`src/rtl/axi_read_arbiter_if.sv`:
```
// Bus bundle for axi_read_arbiter: requester-side AR/R signals and the
// shared AXI read master port. "slave" is the arbiter's view; "master" is
// the view of whatever surrounds it (the clients plus the read bridge).
interface axi_read_arbiter_if #(
  parameter int NREQ = 4,
  parameter int AW   = 32,
  parameter int DW   = 64
);
  // Requester side
  logic [NREQ-1:0]    req_arvalid;
  logic [NREQ*AW-1:0] req_araddr;
  logic [NREQ*8-1:0]  req_arlen;
  logic [NREQ*3-1:0]  req_arsize;
  logic [NREQ*2-1:0]  req_arburst;
  logic [NREQ-1:0]    req_arready;
  logic [NREQ-1:0]    req_rvalid;
  logic [NREQ-1:0]    req_rready;
  logic [DW-1:0]      req_rdata;
  logic [1:0]         req_rresp;
  logic               req_rlast;

  // Shared AXI read master port
  logic [AW-1:0]      m_axi_araddr;
  logic [7:0]         m_axi_arlen;
  logic [2:0]         m_axi_arsize;
  logic [1:0]         m_axi_arburst;
  logic               m_axi_arvalid;
  logic               m_axi_arready;
  logic [DW-1:0]      m_axi_rdata;
  logic [1:0]         m_axi_rresp;
  logic               m_axi_rlast;
  logic               m_axi_rvalid;
  logic               m_axi_rready;

  modport slave (
    input  req_arvalid, req_araddr, req_arlen, req_arsize, req_arburst,
    output req_arready, req_rvalid,
    input  req_rready,
    output req_rdata, req_rresp, req_rlast,
    output m_axi_araddr, m_axi_arlen, m_axi_arsize, m_axi_arburst, m_axi_arvalid,
    input  m_axi_arready,
    input  m_axi_rdata, m_axi_rresp, m_axi_rlast, m_axi_rvalid,
    output m_axi_rready
  );

  modport master (
    output req_arvalid, req_araddr, req_arlen, req_arsize, req_arburst,
    input  req_arready, req_rvalid,
    output req_rready,
    input  req_rdata, req_rresp, req_rlast,
    input  m_axi_araddr, m_axi_arlen, m_axi_arsize, m_axi_arburst, m_axi_arvalid,
    output m_axi_arready,
    output m_axi_rdata, m_axi_rresp, m_axi_rlast, m_axi_rvalid,
    input  m_axi_rready
  );
endinterface

```
`src/rtl/axi_read_arbiter.sv`:
```
// axi_read_arbiter: round-robin sharing of one AXI read master port among
// NREQ requesters, one burst at a time. R beats are steered combinationally
// to the requester that owns the burst until the beat carrying rlast.
// Optional macro AXI_RD_ARB_BEATCHK_EN adds a beat counter that flags
// rlast arriving early or late on the sticky err_rlast output.
module axi_read_arbiter #(
  parameter int NREQ = 4,
  parameter int AW   = 32,
  parameter int DW   = 64
) (
  input  logic                      clk,
  input  logic                      resetn,
  axi_read_arbiter_if.slave         bus,
  output logic                      busy,
  output logic [$clog2(NREQ)-1:0]   grant_id,
  output logic                      err_rlast
);
  localparam int IW = $clog2(NREQ);

  localparam logic [1:0] IDLE = 2'd0;
  localparam logic [1:0] ADDR = 2'd1;
  localparam logic [1:0] DATA = 2'd2;

  logic [1:0]    state;
  logic [IW-1:0] rr_ptr;
  logic [AW-1:0] ar_addr;
  logic [7:0]    ar_len;
  logic [2:0]    ar_size;
  logic [1:0]    ar_burst;

  logic [AW-1:0] addr_arr  [NREQ];
  logic [7:0]    len_arr   [NREQ];
  logic [2:0]    size_arr  [NREQ];
  logic [1:0]    burst_arr [NREQ];

  logic          pick_found;
  logic [IW-1:0] pick_idx;
  logic [IW:0]   cand_sum;
  logic [IW-1:0] cand;
  logic [IW-1:0] next_ptr;
  logic          r_beat;

  // Unpack the requester payload buses into per-requester arrays
  for (genvar gi = 0; gi < NREQ; gi++) begin : g_unpack
    assign addr_arr[gi]  = bus.req_araddr[gi*AW +: AW];
    assign len_arr[gi]   = bus.req_arlen[gi*8 +: 8];
    assign size_arr[gi]  = bus.req_arsize[gi*3 +: 3];
    assign burst_arr[gi] = bus.req_arburst[gi*2 +: 2];
  end

  // Round-robin search: first valid requester at or after rr_ptr, wrapping
  always_comb begin
    pick_found = 1'b0;
    pick_idx   = '0;
    cand_sum   = '0;
    cand       = '0;
    for (int k = 0; k < NREQ; k++) begin
      cand_sum = {1'b0, rr_ptr} + (IW+1)'(k);
      if (cand_sum >= (IW+1)'(NREQ)) cand_sum = cand_sum - (IW+1)'(NREQ);
      cand = cand_sum[IW-1:0];
      if (!pick_found && bus.req_arvalid[cand]) begin
        pick_found = 1'b1;
        pick_idx   = cand;
      end
    end
  end

  // Accept pulse to the winner while idle; held low throughout reset
  always_comb begin
    bus.req_arready = '0;
    if (resetn && (state == IDLE) && pick_found) bus.req_arready[pick_idx] = 1'b1;
  end

  // R steering: only the owner of the burst sees rvalid and drives rready
  always_comb begin
    bus.m_axi_rready = 1'b0;
    bus.req_rvalid   = '0;
    if (state == DATA) begin
      bus.m_axi_rready         = bus.req_rready[grant_id];
      bus.req_rvalid[grant_id] = bus.m_axi_rvalid;
    end
  end

  assign r_beat   = (state == DATA) && bus.m_axi_rvalid && bus.m_axi_rready;
  assign next_ptr = (grant_id == IW'(NREQ - 1)) ? '0 : grant_id + IW'(1);

  // Burst sequencer: grant and latch payload, hold AR, then route R until rlast
  always_ff @(posedge clk or negedge resetn) begin
    if (!resetn) begin
      state    <= IDLE;
      rr_ptr   <= '0;
      grant_id <= '0;
      ar_addr  <= '0;
      ar_len   <= '0;
      ar_size  <= '0;
      ar_burst <= '0;
    end else begin
      case (state)
        IDLE: begin
          if (pick_found) begin
            ar_addr  <= addr_arr[pick_idx];
            ar_len   <= len_arr[pick_idx];
            ar_size  <= size_arr[pick_idx];
            ar_burst <= burst_arr[pick_idx];
            grant_id <= pick_idx;
            state    <= ADDR;
          end
        end
        ADDR: begin
          if (bus.m_axi_arready) state <= DATA;
        end
        DATA: begin
          if (r_beat && bus.m_axi_rlast) begin
            state  <= IDLE;
            rr_ptr <= next_ptr;
          end
        end
        default: state <= IDLE;
      endcase
    end
  end

  assign bus.m_axi_araddr  = ar_addr;
  assign bus.m_axi_arlen   = ar_len;
  assign bus.m_axi_arsize  = ar_size;
  assign bus.m_axi_arburst = ar_burst;
  assign bus.m_axi_arvalid = (state == ADDR);

  assign bus.req_rdata = bus.m_axi_rdata;
  assign bus.req_rresp = bus.m_axi_rresp;
  assign bus.req_rlast = bus.m_axi_rlast;

  assign busy = (state != IDLE);

`ifdef AXI_RD_ARB_BEATCHK_EN
  logic [7:0] beat_cnt;
  logic       err_q;

  // Beats remaining after the current one; rlast must coincide with zero
  always_ff @(posedge clk or negedge resetn) begin
    if (!resetn) begin
      beat_cnt <= '0;
      err_q    <= 1'b0;
    end else if ((state == ADDR) && bus.m_axi_arready) begin
      beat_cnt <= ar_len;
    end else if (r_beat) begin
      if (bus.m_axi_rlast ? (beat_cnt != 8'd0) : (beat_cnt == 8'd0)) err_q <= 1'b1;
      if (!bus.m_axi_rlast && (beat_cnt != 8'd0)) beat_cnt <= beat_cnt - 8'd1;
    end
  end

  assign err_rlast = err_q;
`else
  assign err_rlast = 1'b0;
`endif

endmodule
```
`src/flat_wrapper.sv`:
```
// flat-port wrapper written by rule: the top's interface ports become plain ports
module axi_read_arbiter_flat 
#(
  parameter int NREQ = 4,
  parameter int AW   = 32,
  parameter int DW   = 64
)
  (clk, resetn, busy, grant_id, err_rlast, bus_req_arvalid, bus_req_araddr, bus_req_arlen, bus_req_arsize, bus_req_arburst, bus_req_arready, bus_req_rvalid, bus_req_rready, bus_req_rdata, bus_req_rresp, bus_req_rlast, bus_m_axi_araddr, bus_m_axi_arlen, bus_m_axi_arsize, bus_m_axi_arburst, bus_m_axi_arvalid, bus_m_axi_arready, bus_m_axi_rdata, bus_m_axi_rresp, bus_m_axi_rlast, bus_m_axi_rvalid, bus_m_axi_rready);
  axi_read_arbiter_if #(.NREQ(NREQ), .AW(AW), .DW(DW)) bus_i ();
  input  logic clk;
  input  logic resetn;
  output logic busy;
  output logic [$clog2(NREQ)-1:0] grant_id;
  output logic err_rlast;
  input wire logic [$bits(bus_i.req_arvalid)-1:0] bus_req_arvalid;
  input wire logic [$bits(bus_i.req_araddr)-1:0] bus_req_araddr;
  input wire logic [$bits(bus_i.req_arlen)-1:0] bus_req_arlen;
  input wire logic [$bits(bus_i.req_arsize)-1:0] bus_req_arsize;
  input wire logic [$bits(bus_i.req_arburst)-1:0] bus_req_arburst;
  output wire logic [$bits(bus_i.req_arready)-1:0] bus_req_arready;
  output wire logic [$bits(bus_i.req_rvalid)-1:0] bus_req_rvalid;
  input wire logic [$bits(bus_i.req_rready)-1:0] bus_req_rready;
  output wire logic [$bits(bus_i.req_rdata)-1:0] bus_req_rdata;
  output wire logic [$bits(bus_i.req_rresp)-1:0] bus_req_rresp;
  output wire logic [$bits(bus_i.req_rlast)-1:0] bus_req_rlast;
  output wire logic [$bits(bus_i.m_axi_araddr)-1:0] bus_m_axi_araddr;
  output wire logic [$bits(bus_i.m_axi_arlen)-1:0] bus_m_axi_arlen;
  output wire logic [$bits(bus_i.m_axi_arsize)-1:0] bus_m_axi_arsize;
  output wire logic [$bits(bus_i.m_axi_arburst)-1:0] bus_m_axi_arburst;
  output wire logic [$bits(bus_i.m_axi_arvalid)-1:0] bus_m_axi_arvalid;
  input wire logic [$bits(bus_i.m_axi_arready)-1:0] bus_m_axi_arready;
  input wire logic [$bits(bus_i.m_axi_rdata)-1:0] bus_m_axi_rdata;
  input wire logic [$bits(bus_i.m_axi_rresp)-1:0] bus_m_axi_rresp;
  input wire logic [$bits(bus_i.m_axi_rlast)-1:0] bus_m_axi_rlast;
  input wire logic [$bits(bus_i.m_axi_rvalid)-1:0] bus_m_axi_rvalid;
  output wire logic [$bits(bus_i.m_axi_rready)-1:0] bus_m_axi_rready;
  assign bus_i.req_arvalid = bus_req_arvalid;
  assign bus_i.req_araddr = bus_req_araddr;
  assign bus_i.req_arlen = bus_req_arlen;
  assign bus_i.req_arsize = bus_req_arsize;
  assign bus_i.req_arburst = bus_req_arburst;
  assign bus_req_arready = bus_i.req_arready;
  assign bus_req_rvalid = bus_i.req_rvalid;
  assign bus_i.req_rready = bus_req_rready;
  assign bus_req_rdata = bus_i.req_rdata;
  assign bus_req_rresp = bus_i.req_rresp;
  assign bus_req_rlast = bus_i.req_rlast;
  assign bus_m_axi_araddr = bus_i.m_axi_araddr;
  assign bus_m_axi_arlen = bus_i.m_axi_arlen;
  assign bus_m_axi_arsize = bus_i.m_axi_arsize;
  assign bus_m_axi_arburst = bus_i.m_axi_arburst;
  assign bus_m_axi_arvalid = bus_i.m_axi_arvalid;
  assign bus_i.m_axi_arready = bus_m_axi_arready;
  assign bus_i.m_axi_rdata = bus_m_axi_rdata;
  assign bus_i.m_axi_rresp = bus_m_axi_rresp;
  assign bus_i.m_axi_rlast = bus_m_axi_rlast;
  assign bus_i.m_axi_rvalid = bus_m_axi_rvalid;
  assign bus_m_axi_rready = bus_i.m_axi_rready;
  axi_read_arbiter #(.NREQ(NREQ), .AW(AW), .DW(DW)) u_core (.clk(clk), .resetn(resetn), .bus(bus_i), .busy(busy), .grant_id(grant_id), .err_rlast(err_rlast));
endmodule
```
`config.mk`:
```
export PLATFORM = sky130hd
export DESIGN_NAME = axi_read_arbiter_flat
export DESIGN_NICKNAME = d
export VERILOG_FILES = /design/src/rtl/axi_read_arbiter_if.sv /design/src/rtl/axi_read_arbiter.sv /design/src/flat_wrapper.sv
export SDC_FILE = /design/constraint.sdc
export NUM_CORES = 1
export LEC_CHECK = 0
export BUFFER_PORTS_ARGS = -buffer_cell sky130_fd_sc_hd__buf_2
export CORE_AREA = 2 2 149 151
export DETAILED_ROUTE_END_ITERATION = 8
export DIE_AREA = 0 0 151 153
export SLEW_MARGIN = 20
export SYNTH_ARGS = -nofsm -noshare
export SYNTH_HDL_FRONTEND = slang
export SYNTH_SLANG_ARGS = --single-unit
export TNS_END_PERCENT = 20
```
`constraint.sdc`:
```
create_clock -name clk -period 5.6 [get_ports clk]
set_input_delay 1.68 -clock clk [delete_from_list [all_inputs] [get_ports clk]]
set_output_delay 1.68 -clock clk [all_outputs]
set_load 0.005 [all_outputs]
```
==> results.cfg, run 1 <==
[clock_tree]
clockBufferDepth = 2
cts.sinks = 51
tritoncts = built
cts-root-buf = clkbuf_16
numCtsBuffers = 5
cts_htree_levels = 2
cts_setup_buffers = 0
clkTransAtPathRegs_ns = 0.07
clk_latency_ns = 0.30
cts_resized = 0
cts_hold_buf = 0

[critical_path]
r2r-end = u_core.grant_id[1]
reg2reg_slack_ns = 3.34
arrival_ns = 3.11
reg2reg_from = u_core.state[0]
startpoint_type = input pin
path_class = input pin to primary output
reg2regPathDepth = 5
cp-end-kind = primary output
path_max_fanout = 26
crit_required_ns = 3.92

[global_routing]
grt_max_degree = 46
met2_usage_pct = 24.8
grt_usage_pct = 14.2
overflow = 0
met3_usage_pct = 3.70
grt_pass1_vias = 4114
antenna_found_initial = 3
grt_use_met1_pct = 15.7
grt_pass1_wl_um = 24500
top_usage_layer = met2

[logic_synthesis]
synth_commonest_cells = buf_4, dfrtp_1, nor2_1
synth_mux_area_share_pct = 1.15
async_flop_share_pct = 100
synth_top_area_share_pct = 32.7
yosys.area_share.adder_pct = 1.28
syn_area_per_cell_sq_um = 8.63
syn_inst = 453
synthXorXnorAreaFrac_pct = 0
synth-compound-area-share_pct = 27.6
synth_ff_type = dfrtp_1
synth_top_family_by_area = compound AO/OA/AOI/OAI gates
syn-cell-area_sq_um = 3910
synth_fp_nets = 716
synth-simple-area-share_pct = 15.9
yosysWarnings = 0
ys_top_cells_by_area = dfrtp_1, buf_4, a32oi_1, nand4_1, a31oi_1
synth_most_common_cell = buf_4
yosysSeqAreaShare_pct = 32.7
yosys.area.top_type = dfrtp_1
synth_edf_count = 0
synth_seq_cells = 51
synth.distinct_cells = 39

[min_path]
min-delay-path-class = flop to flop
min_path_cells = 2
min-delay-start = u_core.bus.m_axi_araddr[30]
hold_end = u_core.bus.m_axi_araddr[30]

[sta]
worst_slack_ns = 0.811
grt_setup_unrepaired = false
tns_ns = 0
tightest_slew_ns = 0.913
period_share_pct = 85.5
skew_ns = 0.00431
finalCriticalPeriod_ns = 4.79
fmax_mhz = 209
finalSetupViolations = 0
hold_viol_final = 0
fin_hold_ws_ns = 0.549
drv_slew = 0
max-slew-margin-rel_pct = 38.9

[job]
maxCapViolations = 0

[die]
dieHeight_um = 153
die_width_um = 151
die-area_sq_um = 23100
pin_count = 385
core-area_sq_um = 21500
start_util_pct = 18.2
fp-row-count = 54

[detailed_routing]
wl_um = 17700
drcViolationCount = 0
via_count = 4244
drtIter0Drc = 234
dr.pass1.iters = 6
avgViaCountPerCell = 4.77
post_drt_wl_per_cell_um = 19.9
antenna_left = 0

[power_and_ir_drop]
p_leak_nw = 2.22
p_per_area_nw_per_um2 = 468
irDropWorstVdd_v = 0.000145

[run_status]
outcome = finished clean

[final_layout]
multi_input_comb_area_sq_um = 1820
drive_gt1_share_pct = 46.9
nFillCells = 2426
area_growth_pct = 27.1
ff_latch_area_sq_um = 1280
final-instance-count-excl-fill = 889
final_nets = 871

[placement]
dp_hpwl_um = 12800
place.gp.congestion = 0.758
dp_cells = 881
dp_slack_ns = 0.802
portBuffers = 251
## kinds of logic after synthesis
| family | after synthesis |
|---|---|
| adder cells (fa/ha/maj) | 4 |
| multiplexers | 3 |
| AND/OR/NAND/NOR | 119 |
| flip-flops | 51 |
| AO/OA/AOI/OAI | 154 |
| other | 1 |
| buffers and inverters | 121 |
## layout by cell type, fill, tap and decap left out, types with 4 or more instances in the layout
cell type,n
a31oi_1,45
buf_4,13
ha_1,4
nor2b_1,5
a32oi_1,45
and3_1,6
a21oi_1,47
buf_2,251
clkbuf_16,5
inv_1,5
dfrtp_1,51
nand4_1,46
nor2_1,51
## registers in the layout (all words and copies together), names as in the netlist
signal / flops
u_core.state: 2
u_core.bus.m_axi_arburst: 2
u_core.bus.m_axi_araddr: 32
u_core.bus.m_axi_arsize: 3
u_core.bus.m_axi_arlen: 8
u_core.rr_ptr: 2
u_core.grant_id: 2
## metrics by stage
step | utilization (%) | area [sq um] | total power (W)
after CTS | 23.1 | 4970 | 0.00236
after floorplan | - | 3910 | 0.00154
after detailed placement | 22.4 | 4820 | 0.00202
after global placement | 22.4 | 4820 | 0.00201
after global routing | 23.1 | 4970 | 0.00252
final | 23.1 | 4970 | 0.00233
## layout make-up
| type | instances | share of cell area [%] |
|---|---|---|
| Clock buffer | 6 | 2.79 |
| Timing Repair Buffer | 264 | 27.2 |
| Antenna cell | 1 | 0.0504 |
| Multi-Input combinational cell | 281 | 36.7 |
| Inverter | 5 | 0.378 |
| Sequential cell | 51 | 25.7 |
| Tap cell | 280 | 7.05 |
| Clock inverter | 1 | 0.101 |
## worst max-delay path: stages
cell    delay (ns)
buf_2         0.18
or3_4         0.45
o21a_2        0.40
and3_1        0.26
buf_2         0.12
## power breakdown
part | switching (W) | internal (W) | total [W]
Combinational | 0.000809 | 0.000503 | 0.00131
Clock | 0.000149 | 0.000175 | 0.000324
Sequential | 0.000128 | 0.000561 | 0.000690
## how the worst max path moves through the flow
stage	start	to	slack (ns)	cells past startpoint
2_1_floorplan	bus_req_arvalid[3]	bus_req_arready[2]	1.09	7
3_3_place_gp	bus_req_arvalid[1]	bus_req_arready[0]	0.81	5
3_5_place_dp	bus_req_arvalid[1]	bus_req_arready[1]	0.80	5
4_1_cts	bus_req_arvalid[1]	bus_req_arready[1]	0.79	5
5_1_grt	bus_req_arvalid[1]	bus_req_arready[2]	0.75	6
6_report	bus_req_arvalid[1]	bus_req_arready[1]	0.81	5
## metal layers
metal	wire length (um)	share of wire, %
met3	1550	8.8
met1	6790	38
met4	878	5.0
met5	26	0.15
met2	8430	48
Power figures use the tool's default switching activity.
==> inputs of run 2 (changes only) <==
--- a/config.mk
+++ b/config.mk
@@ -6,9 +6,12 @@
 export NUM_CORES = 1
 export LEC_CHECK = 0
 export BUFFER_PORTS_ARGS = -buffer_cell sky130_fd_sc_hd__buf_2
-export CORE_AREA = 2 2 149 151
+export CELL_PAD_IN_SITES_DETAIL_PLACEMENT = 0
+export CELL_PAD_IN_SITES_GLOBAL_PLACEMENT = 1
+export CORE_AREA = 2 2 150 152
 export DETAILED_ROUTE_END_ITERATION = 8
-export DIE_AREA = 0 0 151 153
+export DIE_AREA = 0 0 152 154
+export PLACE_DENSITY_LB_ADDON = 0.1
 export SLEW_MARGIN = 20
 export SYNTH_ARGS = -nofsm -noshare
 export SYNTH_HDL_FRONTEND = slang
==> run 2 against run 1 <==
Final area up 0.45%. Die area up 1.3%. Power up 3.5%. Worst setup slack better by 0.14 ns. Critical path depth unchanged. Highest routed layer is now met4.
==> results.cfg, run 2 (same netlist as run 1, synthesis figures left out) <==
[critical_path]
cp_top_family = simple AND/OR/NAND/NOR gates
crit_required_ns = 3.92
worst-path-stages = 5
critPathSlowestCell = or3_4
startpoint_type = input pin
crit_start = bus_req_arvalid[3]
reg2reg_slack_ns = 3.47
reg2reg_from = u_core.rr_ptr[1]
cp-end-kind = primary output
crit_path_max_incr_delay_ns = 0.45
critPathBufInv = 2
path_max_fanout = 14
path_class = input pin to primary output
crit_path_frequent_cell = buf_2
path_cells = buf_2 > or3_4 > o21a_2 > and3_1 > buf_2
reg2regPathDepth = 5
r2r-end = u_core.bus.m_axi_arlen[1]
critical_path.endpoint = bus_req_arready[0]
arrival_ns = 2.97

[detailed_routing]
post_drt_wl_per_cell_um = 21.8
dr.pass1.iters = 4
via_count = 4259
antenna_left = 0
drtIter0Drc = 165
wl_um = 19400
avgViaCountPerCell = 4.79
drcViolationCount = 0

[global_routing]
antenna_found_initial = 1
grt_max_degree = 51
grt_pass1_wl_um = 29000
overflow = 0
grt_pass1_vias = 4670
grt_usage_pct = 16.0

[power_and_ir_drop]
p_per_area_nw_per_um2 = 482
p_leak_nw = 2.23
irDropWorstVdd_v = 0.000150

[final_layout]
final_common_cell = buf_2
final_nets = 870
drive_gt1_share_pct = 46.9
final_area_sq_um = 4990
layout_common_cells = buf_2, nor2_1, dfrtp_1
largest_reg_flops = 32
area_growth_pct = 27.7

[sta]
max-slew-margin-rel_pct = 54.2
hold_viol_final = 0
fmax_mhz = 215
finalSetupViolations = 0
grt_setup_unrepaired = false
drv_slew = 0
tns_ns = 0
finalCriticalPeriod_ns = 4.65
period_share_pct = 83.0
tightest_slew_ns = 0.686
skew_ns = 0.00804

[clock_tree]
cts_hold_buf = 0
cts_setup_buffers = 0
clockBufferDepth = 2
clkTransAtPathRegs_ns = 0.07
cts_htree_levels = 2
tritoncts = built
clk_latency_ns = 0.30
cts-root-buf = clkbuf_16
cts.sinks = 51
numCtsBuffers = 5
cts_resized = 0

[min_path]
min-delay-start = u_core.bus.m_axi_araddr[13]
min-delay-path-class = flop to flop

[die]
die_width_um = 152
die-area_sq_um = 23400
fp-row-count = 54
core-area_sq_um = 21700
pin_count = 385
dieHeight_um = 154
start_util_pct = 18.0

[job]
maxCapViolations = 0

[run_status]
outcome = finished clean

[placement]
place.gp.congestion = 0.745
dp_hpwl_um = 13900
dpl_cell_area_sq_um = 4820
portBuffers = 251
run 2: worst min-delay path: cells and delay by family, from the launching register on:
kind | cells | cell delay (ns)
AND/OR/NAND/NOR | 1 | 0.10
AO/OA/AOI/OAI | 1 | 0.04
flip-flops | 1 | 0.38
run 2: through the flow:
step / instances / total power (W) / hold slack (ns) / setup WS, ns / util (%)
3_5_place_dp: 880 / 0.00206 / 0.534 / 0.945 / 22.2
5_1_grt: 888 / 0.00263 / 0.572 / 0.892 / 23.0
2_1_floorplan: 453 / 0.00154 / 0.540 / 1.09 / -
4_1_cts: 888 / 0.00245 / 0.551 / 0.934 / 23.0
3_3_place_gp: 880 / 0.00206 / 0.528 / 0.980 / 22.2
6_report: 889 / 0.00241 / 0.549 / 0.954 / 23.0
run 2: how the worst min path moves through the flow:
stage / end / slack [ns] / cells past startpoint
2_1_floorplan: u_core.bus.m_axi_araddr[0] / 0.54 / 2
3_3_place_gp: u_core.bus.m_axi_araddr[2] / 0.53 / 2
3_5_place_dp: u_core.bus.m_axi_araddr[0] / 0.53 / 2
4_1_cts: u_core.bus.m_axi_araddr[0] / 0.55 / 2
5_1_grt: u_core.bus.m_axi_araddr[24] / 0.57 / 2
6_report: u_core.bus.m_axi_araddr[13] / 0.55 / 2
run 2: cell type report:
class | count | area (sq um)
fill | 2464 | 16700
inverter | 5 | 18.8
tap | 280 | 350
clock buffer | 6 | 139
multi-input combinational | 281 | 1820
clock inverter | 2 | 35.0
timing repair buffer | 263 | 1350
antenna | 1 | 2.50
sequential | 51 | 1280
run 2: report_power, final:
| group | total, W | switching (W) | internal (W) |
|---|---|---|---|
| sequential | 0.000694 | 0.000132 | 0.000561 |
| clock | 0.000377 | 0.000154 | 0.000223 |
| combinational | 0.00134 | 0.000823 | 0.000513 |
run 2: routing by layer:
metal  global-route usage [%]  up-vias  share of wire, %
met4                     3.47        0               1.4
li1                         -     1961                 -
met5                        0        -                 0
met1                     19.0     2049                41
met2                     28.2      232                49
met3                     4.99       17               8.4
==> inputs of run 3 (changes only) <==
--- a/config.mk
+++ b/config.mk
@@ -8,9 +8,9 @@
 export BUFFER_PORTS_ARGS = -buffer_cell sky130_fd_sc_hd__buf_2
 export CELL_PAD_IN_SITES_DETAIL_PLACEMENT = 0
 export CELL_PAD_IN_SITES_GLOBAL_PLACEMENT = 1
-export CORE_AREA = 2 2 150 152
+export CORE_AREA = 2 2 151 153
 export DETAILED_ROUTE_END_ITERATION = 8
-export DIE_AREA = 0 0 152 154
+export DIE_AREA = 0 0 153 155
 export PLACE_DENSITY_LB_ADDON = 0.1
 export SLEW_MARGIN = 20
 export SYNTH_ARGS = -nofsm -noshare
==> constraint.sdc (replaced) <==
create_clock -name clk -period 4.4 [get_ports clk]
set_input_delay 1.32 -clock clk [delete_from_list [all_inputs] [get_ports clk]]
set_output_delay 1.32 -clock clk [all_outputs]
set_load 0.005 [all_outputs]
==> run 3 against run 2 <==
Combinational power rose by 27%. Sequential share of layout area grew 0.10 points. Hold slack worse by 0.0026 ns. Largest power group unchanged. Final area is 0.40% lower. Critical path depth is the same. Register-to-register slack worse by 1.2 ns. Clock skew decreased by 0.0019 ns.
==> results.cfg, run 3 (same netlist as run 1, synthesis figures left out) <==
[job]
maxCapViolations = 0

[clock_tree]
tritoncts = built
cts_htree_levels = 2
clk_latency_ns = 0.30
cts.sinks = 51
clockBufferDepth = 2
clkTransAtPathRegs_ns = 0.07
cts_setup_buffers = 0
cts_resized = 0
cts_hold_buf = 0
cts-root-buf = clkbuf_16
numCtsBuffers = 5

[critical_path]
path_class = input pin to primary output
startpoint_type = input pin
path_cells = buf_2 > or3_4 > o21a_2 > and3_1 > buf_2
path_max_fanout = 9
critPathSlowestCell = or3_4
reg2reg_from = u_core.rr_ptr[1]
crit_start = bus_req_arvalid[1]
crit_required_ns = 3.08
cp_top_family = simple AND/OR/NAND/NOR gates
critPathBufInv = 2
crit_path_frequent_cell = buf_2
arrival_ns = 2.54
cp-end-kind = primary output
crit_path_max_incr_delay_ns = 0.45

[die]
pin_count = 385
fp-row-count = 55
die-area_sq_um = 23700
start_util_pct = 17.6
die_width_um = 153
core-area_sq_um = 22200
dieHeight_um = 155

[final_layout]
final_nets = 871
largest_reg_flops = 32
utilization_pct = 22.4
area_growth_pct = 27.2
multi_input_comb_area_sq_um = 1820
ff_latch_area_sq_um = 1280
nFillCells = 2521
final_area_sq_um = 4970
final-instance-count-excl-fill = 896
final_common_cell = buf_2
layout_common_cells = buf_2, nor2_1, dfrtp_1
drive_gt1_share_pct = 46.6

[detailed_routing]
wl_um = 18900
dr.pass1.iters = 5
avgViaCountPerCell = 4.82
drtIter0Drc = 191
antenna_left = 0
drcViolationCount = 0
post_drt_wl_per_cell_um = 21.1
via_count = 4315

[sta]
tns_ns = 0
grt_setup_unrepaired = false
tightest_slew_ns = 0.677
drv_slew = 0
finalSetupViolations = 0
period_share_pct = 87.8
hold_viol_final = 0
max-slew-margin-rel_pct = 54.9
finalCriticalPeriod_ns = 3.86
fmax_mhz = 259
skew_ns = 0.00614

[power_and_ir_drop]
switchingPower_w = 0.00141
combPwrFrac_pct = 57.0
p_leak_nw = 2.22
p_clk_share_pct = 13.5
seq_power_share_pct = 29.5
intPower_w = 0.00157
p_per_area_nw_per_um2 = 601
p_sw_share_pct = 47.3
irDropWorstVdd_v = 0.000200

[global_routing]
grt_pass1_wl_um = 28100
grt_pass1_vias = 4587
overflow = 0
antenna_found_initial = 2
grt_max_degree = 47
grt_usage_pct = 15.3

[placement]
portBuffers = 251
dpl_cell_area_sq_um = 4830
place.gp.congestion = 0.749
dp_hpwl_um = 13100
dp_cells = 886

[run_status]
outcome = finished clean

[min_path]
min-delay-start = u_core.bus.m_axi_araddr[19]
min-delay-path-class = flop to flop
## run 3: cell count changes in the layout (fill, tap and decap cells not counted)
cell / previous run / this run
diode_2: 1 / 2
bufinv_16: 1 / 0
clkbuf_1: 0 / 2
buf_4: 12 / 13
clkbuf_8: 1 / 0
## run 3: worst paths after layout
path | to | slack, ns | cells past startpoint
setup / recovery | bus_req_arready[0] | 0.54 | 5
setup reg to reg | u_core.bus.m_axi_araddr[21] | 2.25 | 5
min in group asynchronous | u_core.bus.m_axi_arlen[2] | 0.86 | 1
hold / removal | u_core.bus.m_axi_araddr[19] | 0.55 | 2
hold reg to reg | u_core.bus.m_axi_araddr[19] | 0.55 | 2
max in group asynchronous | u_core.rr_ptr[1] | 2.45 | 3
## run 3: layout make-up
type,instances,area share [%]
inverters,5,0.377
clock buffers,7,2.67
repair buffers,264,27.2
flip-flops and latches,51,25.7
diodes,2,0.101
well taps,285,7.17
clock inverters,1,0.101
multi-input cells,281,36.7
## run 3: per-stage QoR
step / power (W) / setup WS, ns / hold WS [ns]
6_report: 0.00299 / 0.536 / 0.546
2_1_floorplan: 0.00196 / 0.609 / 0.540
3_3_place_gp: 0.00261 / 0.546 / 0.529
5_1_grt: 0.00327 / 0.508 / 0.576
4_1_cts: 0.00305 / 0.532 / 0.551
3_5_place_dp: 0.00262 / 0.540 / 0.536
## run 3: power by group through the flow
stage,Sequential (W),Combinational [W],Clock (W)
floorplan,0.000874,0.00109,0
global placement,0.000886,0.00173,0
detailed placement,0.000890,0.00173,0
CTS,0.000884,0.00173,0.000430
global route,0.000918,0.00190,0.000450
finish,0.000880,0.00170,0.000403
## run 3: routing by layer
metal | up-vias | GRT usage, % | share of wire, %
met5 | - | 0 | 0
met1 | 2090 | 18.7 | 42
li1 | 1966 | - | -
met2 | 227 | 26.8 | 49
met4 | 0 | 4.19 | 1.7
met3 | 32 | 4.12 | 7.0
## run 3: tightest hold or removal path: cells and delay by family, from the launching register on
kind | cells | cell delay, ns
AOI/OAI and AO/OA | 1 | 0.12
and+or+nand+nor | 1 | 0.04
DFF | 1 | 0.34
